<file path="src/rtl/timer_pkg.sv">
// Shared encodings and prescaler helpers for the 8-bit timer/counter.
package timer_pkg;

  localparam int unsigned PRESC_W = 10;

  localparam logic [2:0] CS_STOP    = 3'd0;
  localparam logic [2:0] CS_DIV1    = 3'd1;
  localparam logic [2:0] CS_DIV8    = 3'd2;
  localparam logic [2:0] CS_DIV64   = 3'd3;
  localparam logic [2:0] CS_DIV256  = 3'd4;
  localparam logic [2:0] CS_DIV1024 = 3'd5;

  localparam logic MODE_NORMAL = 1'b0;
  localparam logic MODE_CTC    = 1'b1;

  // Terminal prescaler value N-1 for a clock select; stopped codes map to 0.
  function automatic logic [PRESC_W-1:0] presc_terminal(input logic [2:0] cs_v);
    logic [PRESC_W-1:0] t;
    case (cs_v)
      CS_DIV1:    t = 10'd0;
      CS_DIV8:    t = 10'd7;
      CS_DIV64:   t = 10'd63;
      CS_DIV256:  t = 10'd255;
      CS_DIV1024: t = 10'd1023;
      default:    t = 10'd0;
    endcase
    return t;
  endfunction

  function automatic logic cs_running(input logic [2:0] cs_v);
    return (cs_v >= CS_DIV1) && (cs_v <= CS_DIV1024);
  endfunction

endpackage

</file>
<file path="src/rtl/timer_counter8_tick_sync_edge.sv">
// Two-flop synchroniser plus edge register; emits a one-cycle pulse per
// rising edge of the asynchronous tick input.
module tick_sync_edge
  import timer_pkg::*;
(
  input  logic clk_i,
  input  logic rst_ni,
  input  logic tick_i,
  output logic tick_p_o
);

  logic sync1_q, sync2_q, sync3_q;

  // Synchroniser chain and edge-detect history.
  always_ff @(posedge clk_i or negedge rst_ni) begin
    if (!rst_ni) begin
      sync1_q <= 1'b0;
      sync2_q <= 1'b0;
      sync3_q <= 1'b0;
    end else begin
      sync1_q <= tick_i;
      sync2_q <= sync1_q;
      sync3_q <= sync2_q;
    end
  end

  assign tick_p_o = sync2_q & ~sync3_q;

endmodule

</file>
<file path="src/rtl/timer_counter8.sv">
// 8-bit Timer0-style counter: tick prescaler, normal/CTC modes, sticky
// overflow and compare flags, and a toggling compare output.
module timer_counter8
  import timer_pkg::*;
#(
  parameter int unsigned PRESCALE_W = 10
) (
  input  logic       clock50,
  input  logic       MR_n,
  input  logic       tick_in,
  input  logic [2:0] cs,
  input  logic       ctc,
  input  logic [7:0] ocr,
  input  logic       tcnt_we,
  input  logic [7:0] tcnt_din,
  input  logic       tov_clr,
  input  logic       ocf_clr,
  output logic [7:0] tcnt,
  output logic       tov,
  output logic       ocf,
  output logic       oc_out
);

  logic                  tick_p_s;
  logic                  cen_s;
  logic                  match_s;
  logic                  wrap_s;
  logic [PRESCALE_W-1:0] term_s;
  logic [PRESCALE_W-1:0] presc_q, presc_d;
  logic [2:0]            cs_q;
  logic [7:0]            tcnt_q, tcnt_d;
  logic                  tov_q, tov_d;
  logic                  ocf_q, ocf_d;
  logic                  oc_q, oc_d;

  tick_sync_edge u_sync (
    .clk_i    (clock50),
    .rst_ni   (MR_n),
    .tick_i   (tick_in),
    .tick_p_o (tick_p_s)
  );

  assign term_s = PRESCALE_W'(presc_terminal(cs));

  // Prescaler: a clock-select change restarts it and suppresses that cycle's enable.
  always_comb begin
    presc_d = presc_q;
    cen_s   = 1'b0;
    if (cs != cs_q) begin
      presc_d = '0;
    end else if (cs_running(cs) && tick_p_s) begin
      if (presc_q == term_s) begin
        presc_d = '0;
        cen_s   = 1'b1;
      end else begin
        presc_d = presc_q + PRESCALE_W'(1);
      end
    end else begin
      presc_d = presc_q;
    end
  end

  // Counter and flags; a CPU write swallows a coincident count event entirely.
  always_comb begin
    tcnt_d  = tcnt_q;
    match_s = 1'b0;
    wrap_s  = 1'b0;
    if (tcnt_we) begin
      tcnt_d = tcnt_din;
    end else if (cen_s) begin
      match_s = (tcnt_q == ocr);
      if ((ctc == MODE_CTC) && match_s) begin
        tcnt_d = 8'h00;
      end else begin
        tcnt_d = tcnt_q + 8'd1;
        wrap_s = (tcnt_q == 8'hFF);
      end
    end else begin
      tcnt_d = tcnt_q;
    end

    if (wrap_s) begin
      tov_d = 1'b1;
    end else if (tov_clr) begin
      tov_d = 1'b0;
    end else begin
      tov_d = tov_q;
    end

    if (match_s) begin
      ocf_d = 1'b1;
      oc_d  = ~oc_q;
    end else if (ocf_clr) begin
      ocf_d = 1'b0;
      oc_d  = oc_q;
    end else begin
      ocf_d = ocf_q;
      oc_d  = oc_q;
    end
  end

  // State registers.
  always_ff @(posedge clock50 or negedge MR_n) begin
    if (!MR_n) begin
      presc_q <= '0;
      cs_q    <= CS_STOP;
      tcnt_q  <= 8'h00;
      tov_q   <= 1'b0;
      ocf_q   <= 1'b0;
      oc_q    <= 1'b0;
    end else begin
      presc_q <= presc_d;
      cs_q    <= cs;
      tcnt_q  <= tcnt_d;
      tov_q   <= tov_d;
      ocf_q   <= ocf_d;
      oc_q    <= oc_d;
    end
  end

  assign tcnt   = tcnt_q;
  assign tov    = tov_q;
  assign ocf    = ocf_q;
  assign oc_out = oc_q;

endmodule

</file>
<file path="config.mk">
export PLATFORM = sky130hd
export DESIGN_NAME = timer_counter8
export DESIGN_NICKNAME = d
export VERILOG_FILES = /design/src/rtl/timer_pkg.sv /design/src/rtl/timer_counter8_tick_sync_edge.sv /design/src/rtl/timer_counter8.sv
export SDC_FILE = /design/constraint.sdc
export NUM_CORES = 1
export LEC_CHECK = 0
export CORE_MARGIN = 2
export CORE_UTILIZATION = 50
export DETAILED_ROUTE_END_ITERATION = 12
export PLACE_DENSITY = 0.81
export SETUP_SLACK_MARGIN = 0.3
export SYNTH_ARGS = -nofsm -noshare
export SYNTH_HDL_FRONTEND = slang
export SYNTH_SLANG_ARGS = --single-unit
</file>
<file path="constraint.sdc">
create_clock -name clock50 -period 7.7 [get_ports clock50]
set_clock_uncertainty 0.2 [all_clocks]
set_input_delay 1.54 -clock clock50 [delete_from_list [all_inputs] [get_ports clock50]]
set_output_delay 1.54 -clock clock50 [all_outputs]
set_load 0.01 [all_outputs]
</file>
==> flow_metrics.env, run 1 <==
export IMPL_fp_dieArea_um2=3610
export IMPL_netlist_cell_types=40
export IMPL_globalRouteOverflowTotal=0
export IMPL_p_leak_uw=0.000782
export IMPL_cp_data_required_time_ns=7.73
export IMPL_cts_tree="built"
export IMPL_area_sequential_um2=676
export IMPL_critical_path_end_type="register"
export IMPL_netlist_area_um2=1570
export IMPL_count_of_flip_flops_with_a_built_in_enable_after_synthesis=0
export IMPL_first_pass_iters=4
export IMPL_most_numerous_cell_in_the_yosys_netlist="dfrtp_1"
export IMPL_cellPowerDensity_nw_per_um2=138
export IMPL_routed_wire_length_per_instance_um=14.5
export IMPL_clock_tree_root_cell="clkbuf_4"
export IMPL_multiInputGateArea_um2=863
export IMPL_detail_route_vias_per_cell=5.58
export IMPL_min_delay_path_depth=0
export IMPL_maxCapViolCount=0
export IMPL_highest_achievable_clock_rate_ghz=0.252
export IMPL_finalHoldWorstSlack_ns=0.180
export IMPL_postSynthCellCount=164
export IMPL_syn_avg_cell_area_um2=9.60
export IMPL_clkTransAtPathRegs_ns=0.15
export IMPL_critPathLaunchType="primary input"
export IMPL_drive_gt1_frac=0.0550
export IMPL_regToRegSetupSlack_ns=4.96
export IMPL_synth_area_leader_cell="dfrtp_1"
export IMPL_cp_buf_inv_count=1
export IMPL_reg2reg_from="presc_q[3]"
export IMPL_fp_row_count=20
export IMPL_layout_nets=229
export IMPL_fillCellCount=247
export IMPL_routabilityCongestion=0.872
export IMPL_netlist_area_leader_share=0.429
export IMPL_power_total_uw=277
export IMPL_initial_core_util=0.520
export IMPL_critical_path_cell_chain="clkdlybuf4s50_1 > and3b_1 > or3_4 > a211oi_4 > nand3_4 > or3_4 > o311ai_1"
export IMPL_clk_path_buf_depth=2
export IMPL_routed_via_count=1362
export IMPL_worst_endpoint_arrival_ns=3.99
export IMPL_area_growth_pct=27.3
export IMPL_antenna_violating_nets_post_route=0
export IMPL_final_max_slew_viol_count=0
export IMPL_worstHoldStart="u_sync.sync1_q"
export IMPL_core_area_um2=3030
export IMPL_worst_skew_pair_late_latency_ns=0.33
export IMPL_max_slew_worst_pin_slew_ns=1.23
export IMPL_fin_tns_setup_ns=0
export IMPL_synth_top_cells_by_area="dfrtp_1, xnor2_1, nand2_1, xor2_1, nand3_1"
export IMPL_synth_fp_nets=192
export IMPL_first_pass_grt_wire_length_um=5870
export IMPL_critical_path_class="primary input to register"
export IMPL_cts_post_setup_buffers_inserted=0
export IMPL_crit_path_max_incr_delay_ns=0.61
export IMPL_antenna_found_initial=0
export IMPL_synthFlopType="dfrtp_1"
export IMPL_critPathMostFrequentCell="or3_4"
export IMPL_crit_path_top_delay_cell="clkdlybuf4s50_1"
export IMPL_grt_usage=0.215
export IMPL_max_vdd_ir_drop_v=0.0000991
export IMPL_min_delay_path_class="register to register"
export IMPL_ctsHtreeMaxLevel=1
export IMPL_reg2reg_to="tcnt[7]"
export IMPL_ys_seq_elements=27
export IMPL_total_length_of_routed_wires_um=3540
export IMPL_outcome="finished clean"
export IMPL_antenna_cells_inserted=0
export IMPL_reg2reg_depth=6
export IMPL_synthArstFlopShare=1.00
export IMPL_crit_path_max_fanout=9
export IMPL_maximum_number_of_pins_on_one_net_before_global_route_repair=28
export IMPL_synthesis_yosys_warnings=0
export IMPL_port_buffers=36
export IMPL_worstHoldEndpoint="u_sync.sync2_q"
export IMPL_dp_hpwl_um=2680
export IMPL_rsz0062_at_grt="false"
export IMPL_number_of_top_level_pins=37
export IMPL_yosysSeqAreaShare=0.429
export IMPL_drc_errors=0
export IMPL_timing_final_crit_share=0.514
export IMPL_die_y_um=60.1
export IMPL_grt_pass1_vias=1310
export IMPL_max_slew_margin_rel=0.181
export IMPL_post_cts_resized=0
export IMPL_drt_iter0_drc=53
export IMPL_dominant_delay_contributor_by_cell_family_on_the_critical_path="simple AND/OR/NAND/NOR gates"
export IMPL_final_setup_viol_count=0
export IMPL_tritoncts_num_buffers=3
export IMPL_final_hold_viol_count=0
export IMPL_die_w_um=60.1
export IMPL_finalWorstPathRequiredPeriod_ns=3.96
export IMPL_cts_num_sinks=27
export IMPL_post_cts_hold_buffer_count=0
export IMPL_synth_cells_most_frequent="dfrtp_1, nand2_1, nand3_1"
per-stage QoR:
stage / setup WS [ns] / instances / cell area [µm²] / util
floorplan: 4.04 / 164 / 1570 / -
global placement: 3.49 / 240 / 1980 / 0.653
detailed placement: 3.40 / 240 / 1980 / 0.653
CTS: 3.74 / 244 / 2000 / 0.662
global route: 3.60 / 244 / 2000 / 0.662
finish: 3.74 / 244 / 2000 / 0.662
cell families after synthesis:
group                      synth area share
xor gates and xnor gates             0.0946
and+or+nand+nor                       0.300
AOI/OAI and AO/OA                     0.119
DFF                                   0.429
adders and majority gates            0.0159
buffers and inverters                0.0222
muxes                                0.0191
flip-flops by register name, indices dropped and copies added (netlist names):
name / cells
tov: 1
tcnt: 8
u_sync.sync1_q: 1
u_sync.sync2_q: 1
presc_q: 10
oc_out: 1
cs_q: 3
u_sync.sync3_q: 1
ocf: 1
how the worst max path moves through the flow:
stage | cells after the start | end | startpoint | slack (ns)
2_1_floorplan | 7 | oc_out | cs[2] | 4.04
3_3_place_gp | 7 | oc_out | cs[2] | 3.49
3_5_place_dp | 7 | tcnt[7] | cs[2] | 3.40
4_1_cts | 7 | tcnt[7] | cs[2] | 3.74
5_1_grt | 7 | tcnt[3] | ocr[1] | 3.60
6_report | 7 | tcnt[7] | cs[2] | 3.74
cell type report:
class / instances / share of cell area
sequential: 27 / 0.337
timing repair buffer: 37 / 0.184
clock buffer: 4 / 0.0131
multi-input combinational: 128 / 0.431
inverter: 4 / 0.00750
tap: 44 / 0.0275
metal layers:
layer  up-vias  track usage  share of wire
met5         -            0              0
met4         0       0.0635         0.0090
met3         4       0.0606          0.056
met2        44        0.357           0.49
met1       649        0.272           0.44
li1        665            -              -
layout by cell type, fill, tap and decap left out, drive strengths merged, types with 4 or more instances in the layout:
cell,n
and3,7
clkbuf,4
clkdlybuf4s50,36
dfrtp,27
inv,4
nand2,18
nand3,12
nor2,10
nor3,7
o21ai,10
o311ai,6
or3,5
xnor2,10
xor2,7
report_power, final:
part	leakage, µW	internal, µW	switching (µW)	total [µW]
Combinational	0.000423	33.5	26.2	59.8
Clock	0.0000150	20.3	40.9	61.2
Sequential	0.000343	148	8.55	156
Total	0.000782	202	75.7	277
No activity file was read; power rests on OpenSTA's default activity.
==> run 2: changes to the inputs <==
- CORE_UTILIZATION: 50 -> 45
- PLACE_DENSITY: 0.81 -> 0.77
- clock period: 7.7 -> 3.4 ns (I/O delays scaled with it)
==> flow_metrics.env, run 2 (synthesis gave the netlist of run 1 again) <==
export IMPL_cp_buf_inv_count=1
export IMPL_post_cts_hold_buffer_count=0
export IMPL_layout_cells_most_common="clkdlybuf4s50_1"
export IMPL_post_cts_resized=0
export IMPL_dp_hpwl_um=2690
export IMPL_clkTransAtPathRegs_ns=0.15
export IMPL_maxCapViolCount=0
export IMPL_min_delay_path_depth=0
export IMPL_outcome="finished clean"
export IMPL_cp_data_required_time_ns=3.43
export IMPL_clock_tree_root_cell="clkbuf_4"
export IMPL_fp_dieArea_um2=3990
export IMPL_clk_path_buf_depth=2
export IMPL_critPathLaunchType="primary input"
export IMPL_max_slew_worst_pin_slew_ns=0.604
export IMPL_initial_core_util=0.472
export IMPL_cts_post_setup_buffers_inserted=0
export IMPL_detailroute_wirelength_met3_um=153
export IMPL_critical_path_end_type="register"
export IMPL_worst_skew_pair_late_latency_ns=0.32
export IMPL_cts_num_sinks=27
export IMPL_final_core_utilization=0.610
export IMPL_crit_path_top_delay_cell="clkdlybuf4s50_1"
export IMPL_antenna_found_initial=0
export IMPL_area_growth_pct=29.3
export IMPL_reg2reg_depth=6
export IMPL_maximum_number_of_pins_on_one_net_before_global_route_repair=28
export IMPL_largest_register_ffs=10
export IMPL_post_place_cells=246
export IMPL_grt_pass1_vias=1392
export IMPL_crit_path_max_fanout=9
export IMPL_dominant_delay_contributor_by_cell_family_on_the_critical_path="simple AND/OR/NAND/NOR gates"
export IMPL_timing_final_crit_share=0.858
export IMPL_post_route_worst_setup_slack_ns=0.481
export IMPL_highest_achievable_clock_rate_ghz=0.343
export IMPL_min_delay_path_class="register to register"
export IMPL_port_buffers=36
export IMPL_post_layout_nonfiller_instances=250
export IMPL_final_hold_viol_count=0
export IMPL_first_pass_iters=4
export IMPL_fin_area_um2=2040
export IMPL_drc_errors=0
export IMPL_reg2reg_from="presc_q[3]"
export IMPL_die_y_um=63.1
export IMPL_antenna_cells_inserted=0
export IMPL_routed_wire_length_per_instance_um=14.1
export IMPL_antenna_violating_nets_post_route=0
export IMPL_critical_path_class="primary input to register"
export IMPL_dr_wl_met2_um=1760
export IMPL_reg2reg_to="tcnt[7]"
export IMPL_first_pass_grt_wire_length_um=6220
export IMPL_max_slew_margin_rel=0.594
export IMPL_highest_count_cells_in_the_layout_ignoring_fill_and_taps="clkdlybuf4s50_1, dfrtp_1, nand2_1"
export IMPL_worstHoldEndpoint="u_sync.sync2_q"
export IMPL_drive_gt1_frac=0.0735
export IMPL_routabilityCongestion=0.797
export IMPL_rsz0062_at_grt="false"
export IMPL_number_of_top_level_pins=37
export IMPL_fin_tns_setup_ns=0
export IMPL_post_dp_cell_area_um2=2010
export IMPL_final_setup_viol_count=0
export IMPL_total_length_of_routed_wires_um=3520
export IMPL_drt_iter0_drc=83
export IMPL_worstHoldStart="u_sync.sync1_q"
export IMPL_max_flop_register="presc_q"
export IMPL_crit_path_max_incr_delay_ns=0.49
export IMPL_critical_path_cell_chain="clkdlybuf4s50_1 > and3b_1 > or3_4 > a211oi_4 > nand3_4 > or3_4 > o311ai_1"
export IMPL_tritoncts_num_buffers=3
export IMPL_layout_nets=233
export IMPL_max_vdd_ir_drop_v=0.000161
export IMPL_core_area_um2=3340
export IMPL_worst_endpoint_arrival_ns=2.95
export IMPL_critPathMostFrequentCell="or3_4"
export IMPL_die_w_um=63.1
export IMPL_finalWorstPathRequiredPeriod_ns=2.92
export IMPL_routed_via_count=1391
export IMPL_regToRegSetupSlack_ns=0.70
export IMPL_detail_route_wirelength_met1_um=1550
export IMPL_ctsHtreeMaxLevel=1
export IMPL_top_layer_used="met4"
export IMPL_cellPowerDensity_nw_per_um2=310
export IMPL_fp_row_count=21
export IMPL_grt_usage=0.190
export IMPL_cts_tree="built"
export IMPL_p_leak_uw=0.000802
export IMPL_final_max_slew_viol_count=0
export IMPL_globalRouteOverflowTotal=0
export IMPL_place_ws_ns=0.135
export IMPL_detail_route_vias_per_cell=5.56
run 2: cell types whose count changed in the layout (fill, tap and decap cells not counted):
cell   previous run  this run
buf_4             1         5
run 2: area by class of cell:
class                           count  area, µm²
Tap cell                           46       57.6
Inverter                            4       15.0
Multi-Input combinational cell    128        863
Timing Repair Buffer               41        398
Clock buffer                        4       26.3
Fill cell                         287       1300
Sequential cell                    27        676
run 2: through the flow:
step / total power [µW] / hold slack [ns]
finish: 631 / 0.172
global route: 663 / 0.185
detailed placement: 498 / 0.143
floorplan: 422 / 0.131
CTS: 635 / 0.175
global placement: 494 / 0.147
run 2: worst register-to-register path: stages (launching register included):
cell and delay (ns):
dfrtp_1 0.46, or3_1 0.40, or3_4 0.35, a211oi_4 0.34, nand3_4 0.17, or3_4 0.40, o311ai_1 0.29
run 2: routing by layer:
metal  track usage  up-vias
li1              -      676
met1         0.258      672
met2         0.310       35
met3        0.0304        8
met4        0.0583        0
met5             0        -
run 2: power by group:
part	internal (µW)	total [µW]	switching (µW)	leakage (µW)
Combinational	77.8	138	59.7	0.000444
Sequential	335	353	18.7	0.000343
Clock	45.9	140	94.0	0.0000150
Total	458	631	172	0.000802
run 2: worst max path at each step:
stage / start / endpoint / slack [ns] / depth (start not counted)
floorplan: cs[2] / oc_out / 0.60 / 7
global placement: cs[0] / oc_out / 0.20 / 7
detailed placement: cs[2] / tcnt[7] / 0.13 / 7
CTS: cs[2] / tcnt[7] / 0.48 / 7
global route: cs[2] / tcnt[7] / 0.38 / 7
finish: cs[2] / tcnt[7] / 0.48 / 7
==> run 3: changes to the inputs <==
- CTS_BUF_LIST: not set -> sky130_fd_sc_hd__clkbuf_8 sky130_fd_sc_hd__clkbuf_16
==> flow_metrics.env, run 3 (synthesis gave the netlist of run 1 again) <==
export IMPL_first_pass_iters=4
export IMPL_post_cts_hold_buffer_count=0
export IMPL_drc_errors=0
export IMPL_critical_path_cell_chain="clkdlybuf4s50_1 > and3b_1 > or3_4 > a211oi_4 > nand3_4 > or3_4 > o311ai_1"
export IMPL_crit_path_top_delay_cell="clkdlybuf4s50_1"
export IMPL_antenna_violating_nets_post_route=0
export IMPL_layout_nets=233
export IMPL_number_of_top_level_pins=37
export IMPL_clock_tree_root_cell="clkbuf_8"
export IMPL_critPathLaunchType="primary input"
export IMPL_worst_endpoint_arrival_ns=2.96
export IMPL_cts_post_setup_buffers_inserted=0
export IMPL_initial_core_util=0.472
export IMPL_grt_usage=0.198
export IMPL_tritoncts_num_buffers=3
export IMPL_grt_pass1_vias=1438
export IMPL_highest_achievable_clock_rate_ghz=0.334
export IMPL_maxCapViolCount=0
export IMPL_post_cts_resized=0
export IMPL_layout_cells_most_common="clkdlybuf4s50_1"
export IMPL_min_delay_path_class="register to register"
export IMPL_max_flop_register="presc_q"
export IMPL_max_slew_margin_rel=0.610
export IMPL_post_place_cells=246
export IMPL_fillCellCount=290
export IMPL_die_y_um=63.1
export IMPL_cp_data_required_time_ns=3.37
export IMPL_port_buffers=36
export IMPL_die_w_um=63.1
export IMPL_clkTransAtPathRegs_ns=0.09
export IMPL_timing_final_crit_share=0.881
export IMPL_post_layout_nonfiller_instances=250
export IMPL_final_setup_viol_count=0
export IMPL_drt_iter0_drc=66
export IMPL_final_hold_viol_count=0
export IMPL_dp_hpwl_um=2690
export IMPL_cts_tree="built"
export IMPL_p_leak_uw=0.000814
export IMPL_fp_row_count=21
export IMPL_cts_num_sinks=27
export IMPL_multiInputGateArea_um2=863
export IMPL_finalWorstPathRequiredPeriod_ns=2.99
export IMPL_fp_dieArea_um2=3990
export IMPL_routed_wire_length_per_instance_um=14.6
export IMPL_critical_path_class="primary input to register"
export IMPL_globalRouteOverflowTotal=0
export IMPL_max_slew_worst_pin_slew_ns=0.579
export IMPL_core_area_um2=3340
export IMPL_total_length_of_routed_wires_um=3650
export IMPL_crit_path_max_incr_delay_ns=0.47
export IMPL_detail_route_vias_per_cell=5.56
export IMPL_ctsHtreeMaxLevel=1
export IMPL_area_sequential_um2=676
export IMPL_crit_path_max_fanout=9
export IMPL_antenna_found_initial=0
export IMPL_routabilityCongestion=0.797
export IMPL_cellPowerDensity_nw_per_um2=326
export IMPL_outcome="finished clean"
export IMPL_fin_tns_setup_ns=0
export IMPL_drive_gt1_frac=0.0735
export IMPL_clk_path_buf_depth=2
export IMPL_largest_register_ffs=10
export IMPL_maximum_number_of_pins_on_one_net_before_global_route_repair=28
export IMPL_final_core_utilization=0.616
export IMPL_rsz0062_at_grt="false"
export IMPL_max_vdd_ir_drop_v=0.000171
export IMPL_routed_via_count=1389
export IMPL_worst_skew_pair_late_latency_ns=0.27
export IMPL_critPathMostFrequentCell="or3_4"
export IMPL_area_growth_pct=30.5
export IMPL_antenna_cells_inserted=0
export IMPL_critical_path_end_type="register"
export IMPL_highest_count_cells_in_the_layout_ignoring_fill_and_taps="clkdlybuf4s50_1, dfrtp_1, nand2_1"
export IMPL_first_pass_grt_wire_length_um=6420
export IMPL_final_max_slew_viol_count=0
==> run 3: changes by cell type in the layout (fill, tap and decap cells not counted), sizes merged <==
cell | previous run | this run
inv | 4 | 5
clkbuf | 4 | 3
==> run 3: routing by layer <==
layer | global-route usage | part of all wire | vias up
met5 | 0 | 0 | -
met4 | 0.0750 | 0.020 | 0
met3 | 0.0393 | 0.036 | 10
met2 | 0.315 | 0.50 | 28
met1 | 0.265 | 0.45 | 678
li1 | - | - | 673
==> run 3: stage by stage <==
stage	setup WS (ns)	area, µm²	total power (µW)	hold slack [ns]
floorplan	0.603	1570	422	0.131
CTS	0.408	2050	675	0.164
finish	0.405	2050	670	0.161
detailed placement	0.135	2010	498	0.143
global route	0.305	2050	703	0.173
global placement	0.204	2010	494	0.147
==> run 3: power by group <==
part | switching, µW | total [µW] | internal [µW]
Combinational | 60.6 | 138 | 77.8
Sequential | 18.8 | 353 | 334
Clock | 97.6 | 179 | 81.0
Total | 177 | 670 | 493
==> run 3: cell type report <==
type,instances,area share
Multi-Input combinational cell,128,0.420
Sequential cell,27,0.329
Timing Repair Buffer,41,0.194
Tap cell,46,0.0280
Clock buffer,3,0.0201
Inverter,4,0.00731
Clock inverter,1,0.00183
==> run 3: path summary, 6_finish.rpt <==
check	startpoint	endpoint	slack, ns	cells after the start
min in group asynchronous	MR_n	presc_q[4]	0.57	2
worst min-delay path	u_sync.sync1_q	u_sync.sync2_q	0.16	0
worst max-delay path	cs[0]	tcnt[7]	0.41	7
worst min register to register	u_sync.sync1_q	u_sync.sync2_q	0.16	0
max in group asynchronous	MR_n	cs_q[1]	2.17	2
worst max register to register	presc_q[3]	tcnt[7]	0.70	6
==> run 3: worst max-delay path, delay by kind of cell <==
family,cells,cell delay (ns)
AO/OA/AOI/OAI,2,0.63
AND/OR/NAND/NOR,4,1.17
buffers and inverters,1,0.47
